File: config.mk
export PLATFORM = sky130hd
export DESIGN_NAME = mem_stage_sram_ctrl
export DESIGN_NICKNAME = d
export VERILOG_FILES = /design/src/rtl/mem_stage_sram_ctrl.sv
export SDC_FILE = /design/constraint.sdc
export NUM_CORES = 1
export LEC_CHECK = 0
export CAP_MARGIN = 20
export CORE_UTILIZATION = 50
export CTS_BUF_LIST = sky130_fd_sc_hd__clkbuf_8
export CTS_CLUSTER_SIZE = 14
export DETAILED_ROUTE_END_ITERATION = 8
export PLACE_DENSITY = 0.86
export SLEW_MARGIN = 0
export SYNTH_ARGS = -nofsm -noshare
export SYNTH_HDL_FRONTEND = slang
export SYNTH_SLANG_ARGS = --single-unit
File: constraint.sdc
create_clock -name clk -period 6.05 [get_ports clk]
set_clock_uncertainty 0.15 [all_clocks]
set_input_delay 1.21 -clock clk [delete_from_list [all_inputs] [get_ports clk]]
set_output_delay 1.21 -clock clk [all_outputs]
set_load 0.005 [all_outputs]
File: src/rtl/mem_stage_sram_ctrl.sv
// Memory-stage data port: performs one 32-bit load or store per request
// as two half-word accesses to an external 16-bit asynchronous SRAM.
// ready stays low while an access is in flight, which freezes the pipeline.
module mem_stage_sram_ctrl #(
    parameter int unsigned BASE_ADDR   = 1024,
    parameter int unsigned ADDR_WIDTH  = 18,
    parameter int unsigned WAIT_CYCLES = 3
) (
    input  logic                  clk,
    input  logic                  rst,
    input  logic                  mem_read_en,
    input  logic                  mem_write_en,
    input  logic [31:0]           alu_res,
    input  logic [31:0]           val_rm,
    output logic                  ready,
    output logic [31:0]           read_data,
    output logic [ADDR_WIDTH-1:0] sram_addr,
    output logic [15:0]           sram_dq_out,
    output logic                  sram_dq_oe,
    input  logic [15:0]           sram_dq_in,
    output logic                  sram_we_n
);

    localparam int unsigned CW = (WAIT_CYCLES > 1) ? $clog2(WAIT_CYCLES) : 1;
    localparam logic [CW-1:0] CNT_INIT = CW'(WAIT_CYCLES - 1);

    typedef enum logic [2:0] {IDLE, RD_LO, RD_HI, WR_LO, WR_HI, DONE} state_t;

    state_t                state, nxt;
    logic [CW-1:0]         cnt;
    logic [ADDR_WIDTH-2:0] idx_q;
    logic [31:0]           data_q;
    logic [15:0]           lo_q;
    logic [31:0]           off;
    logic                  req;
    logic                  last;
    logic                  unused_off;

    // Byte offset into the SRAM window; only the word index bits matter,
    // sub-word bits and anything above the SRAM size are dropped.
    assign off        = alu_res - BASE_ADDR;
    assign unused_off = ^{off[31:ADDR_WIDTH+1], off[1:0]};
    assign req        = mem_read_en | mem_write_en;
    assign last       = (cnt == '0);

    // State register and per-access captured values
    always_ff @(posedge clk or negedge rst) begin
        if (!rst) begin
            state     <= IDLE;
            cnt       <= '0;
            idx_q     <= '0;
            data_q    <= '0;
            lo_q      <= '0;
            read_data <= '0;
        end else begin
            state <= nxt;
            case (state)
                IDLE: if (req) begin
                    idx_q  <= off[ADDR_WIDTH:2];
                    data_q <= val_rm;
                    cnt    <= CNT_INIT;
                end
                RD_LO, RD_HI, WR_LO, WR_HI: cnt <= last ? CNT_INIT : cnt - 1'b1;
                default: ;
            endcase
            // Sample the bus on the final cycle of each read phase; the
            // assembled word lands in read_data as the FSM enters DONE.
            if (state == RD_LO && last) lo_q      <= sram_dq_in;
            if (state == RD_HI && last) read_data <= {sram_dq_in, lo_q};
        end
    end

    // Next-state and SRAM/pipeline outputs, all decoded from the current state
    always_comb begin
        nxt         = state;
        ready       = 1'b0;
        sram_addr   = '0;
        sram_dq_out = '0;
        sram_dq_oe  = 1'b0;
        sram_we_n   = 1'b1;
        case (state)
            IDLE: begin
                ready = ~req;
                // write wins when both enables are set
                if (req) nxt = mem_write_en ? WR_LO : RD_LO;
            end
            RD_LO: begin
                sram_addr = {idx_q, 1'b0};
                if (last) nxt = RD_HI;
            end
            RD_HI: begin
                sram_addr = {idx_q, 1'b1};
                if (last) nxt = DONE;
            end
            WR_LO: begin
                sram_addr   = {idx_q, 1'b0};
                sram_dq_out = data_q[15:0];
                sram_dq_oe  = 1'b1;
                sram_we_n   = 1'b0;
                if (last) nxt = WR_HI;
            end
            WR_HI: begin
                sram_addr   = {idx_q, 1'b1};
                sram_dq_out = data_q[31:16];
                sram_dq_oe  = 1'b1;
                sram_we_n   = 1'b0;
                if (last) nxt = DONE;
            end
            DONE: begin
                // pipeline advances on this edge; request is not re-sampled
                ready = 1'b1;
                nxt   = IDLE;
            end
            default: nxt = IDLE;
        endcase
    end

endmodule

==> results.md <==
* Outcome: complete, no violations
* Worst-Skew Late Latency at 0.36 ns
* Mapped Cells at 405
* Vias per cell at between 5 and 6
* Initial core utilization at 0.525
* Final #Nets at roughly 620
* Proportion of layout cells with a drive suffix above 1 at 0.138
* Antenna-violating nets left at 0
* Final core area utilization at 0.715
* Wire length on met3 at 727 um
* Crit Path Max Fanout at 18
* Core Area at 8380 sq um
* Fin. max-slew vios at 0
* Ys Warns at 0
* Placed Area at 5790 sq um
* Tot GR Track Use at 0.216
* RePlAce Congestion at 0.788
* Via count at about 3300
* Seq. cell area at 2550 sq um
* Final Critical Period at 4.07 ns
* Post-CTS Setup Inserts at 0
* Clock sinks at 102
* Worst path bufs/invs at 1
* Unrepaired setup endpoints after global routing: no
* Avg Cell Area, Syn at 10.9 sq um
* WP data arrival at 2.71 ns
* Placed cells at 624
* Remaining Overflow, GRT at 0
* Critical-path top delay cell: xnor2_1
* CTS Buf Count at 9
* DRT Pass-1 Iters at 4
* Number of core rows at 33
* Combinational Power Share at 0.444
* FMAX at about 0.25 GHz
* Die W at 95.8 um
* Met2 WL at between 4000 and 5000 um
* Setup violators final at 0
* Antenna violations before repair at 0
* Clk pwr share at 0.142
* Yosys reg bits at 102
* Metal-1 WL at 4180 um
* Highest metal used: met4
* Post-synth cell types at 34
* CP max stage delay at 0.95 ns
* TritonCTS clock tree: built
* Hold buffers post-CTS at 0
* Final TNS setup at 0 ns
* Reg clk slew, reported paths at 0.10 ns
* Final WL at 9500 um
* P_sw at 961 uW
* Sequential fraction of design power at 0.414
* Critical path's top delay family: XOR/XNOR gates
* Synthesized area at 4400 sq um
* Residual DRC at 0
* Antenna cells at 0
* Area Overhead vs Synth at 36.3%
* Die area at 9180 sq um
* Switching power share of the total at 0.328
* Chip Height at 95.8 um
* Root buf cell: clkbuf_8
* Worst Path Required at approximately 4.7 ns
* Internal Power at 1.97 mW
* Max VDD drop at 259 uV
* Mapped Nets at just under 500
* Worst Tran Pin Value at between 1 and 1.5 ns
* Pwr Density at 488 nW/um^2
* Port Buffers at roughly 140
* H-tree Lvls at 3
* Post-route cell area at approximately 6000 sq um
* Leak at 2.70 nW
* Worst setup path class: flop to output pin
* DR iter-0 viols at 64
* Worst Setup End Kind: output pin
* Cells along the critical path: xnor2_1 -> and2_1 -> clkdlybuf4s50_1
* Path category of the worst min-delay check: flop to flop
* Seq/Total Area, Yosys at 0.580
* Startpoint Class: flop
* Pin count of the biggest net entering global routing at 59
* First-pass GRT wire length at around 15000 um
* Multi-input gate area at 1700 sq um
* Num ports at about 150
* Tcrit/Tclk final at 0.673
* Hold Vio Cnt, Final at 0
* Non-Filler Instances at 641
* Maximum Capacitance Violations at 0
* Post_cts resized at 0
* DP Wirelength at between 6000 and 7000 um
* Slew margin rel. at 0.282
* Fillers at 620
* Maximum buffer depth of the clock tree at 2
* Vias in the first global route at 3343
* Routed len/inst at around 15 um
sequential cells by signal, summed over array words and instances (netlist names):
register   count
state          3
cnt            2
idx_q         17
read_data     32
data_q        32
lo_q          16
cells by family after synthesis:
logic type,after synthesis,synth area share
AO/OA/AOI/OAI,36,0.0594
XOR/XNOR,9,0.0179
AND/OR/NAND/NOR,175,0.172
buffers and inverters,32,0.0395
adder cells (fa/ha/maj),3,0.00853
flip-flops,102,0.580
multiplexers,48,0.123
power by group through the flow:
stage | clock, mW | sequential, mW | combinational, mW
finish | 0.415 | 1.21 | 1.30
global route | 0.452 | 1.26 | 1.44
CTS | 0.423 | 1.21 | 1.32
detailed placement | 0 | 1.23 | 1.31
global placement | 0 | 1.20 | 1.26
floorplan | 0 | 1.17 | 0.714
worst min-delay path, delay by kind of cell, from the launching register on:
family / cells / cell delay, ns
simple gates: 1 / 0.04
compound gates: 1 / 0.06
flops: 1 / 0.35
metrics by stage:
step,hold WS [ns],power (mW),worst slack [ns]
2_1_floorplan,0.287,1.88,3.07
3_3_place_gp,0.300,2.46,2.03
3_5_place_dp,0.310,2.54,2.04
4_1_cts,0.336,2.95,1.97
5_1_grt,0.356,3.15,1.81
6_report,0.330,2.93,1.98
synthesized netlist by cell type:
cell type / instances / area share
xor2_1: 1 / 0.0020
inv_1: 6 / 0.0051
xnor2_1: 8 / 0.016
or4_1: 1 / 0.0017
mux2_2: 48 / 0.12
a21oi_1: 1 / 0.0011
a31oi_1: 1 / 0.0014
nor3b_1: 1 / 0.0017
dfrtp_1: 102 / 0.58
buf_2: 13 / 0.015
clkbuf_1: 8 / 0.0068
nand2b_1: 1 / 0.0014
and3b_1: 1 / 0.0020
nor4_1: 3 / 0.0043
nor2_1: 6 / 0.0051
o21ai_1: 2 / 0.0023
or3_1: 2 / 0.0028
and2_1: 18 / 0.026
o21a_1: 1 / 0.0017
nand3b_1: 1 / 0.0017
a22o_1: 16 / 0.032
o21ai_0: 9 / 0.010
nor2b_1: 2 / 0.0028
a21o_1: 1 / 0.0017
nor3_1: 4 / 0.0046
buf_6: 5 / 0.013
ha_1: 3 / 0.0085
a221oi_1: 2 / 0.0040
nand2_1: 132 / 0.11
o31ai_1: 1 / 0.0017
nor4bb_1: 1 / 0.0023
or2_2: 1 / 0.0014
a211oi_1: 2 / 0.0034
or2_1: 1 / 0.0014
path summary, 6_finish.rpt:
check	from	endpoint	slack [ns]	cells past startpoint
worst max-delay path	state[2]	sram_addr[14]	1.98	3
worst min-delay path	idx_q[8]	idx_q[8]	0.33	2
worst max register to register	state[0]	idx_q[11]	3.65	4
worst min register to register	idx_q[8]	idx_q[8]	0.33	2
max in group asynchronous	rst	idx_q[7]	3.94	2
min in group asynchronous	rst	read_data[20]	0.71	1
layout by cell type, fill, tap and decap left out, types with 2 or more instances in the layout:
master           instances
a211oi_1                 2
a221oi_1                 2
a22o_1                  16
and2_1                  18
buf_4                    4
clkbuf_8                10
clkdlybuf4s50_1        136
dfrtp_1                102
ha_1                     3
inv_1                    6
inv_6                    3
mux2_2                  48
nand2_1                132
nor2_1                   5
nor2b_1                  2
nor3_1                   3
nor4_1                   3
o21ai_0                  9
o21ai_1                  2
xnor2_1                  8
routing by layer:
layer | up-vias | GRT usage
met2 | 110 | 0.374
met1 | 1604 | 0.261
met3 | 10 | 0.0640
met4 | 0 | 0.0597
met5 | - | 0
li1 | 1587 | -
final cells by class:
type / instances / area share
Clock buffer: 10 / 0.0230
Clock inverter: 6 / 0.00856
Inverter: 6 / 0.00376
Multi-Input combinational cell: 271 / 0.283
Sequential cell: 102 / 0.426
Tap cell: 105 / 0.0219
Timing Repair Buffer: 141 / 0.234
Power figures use the tool's default switching activity.
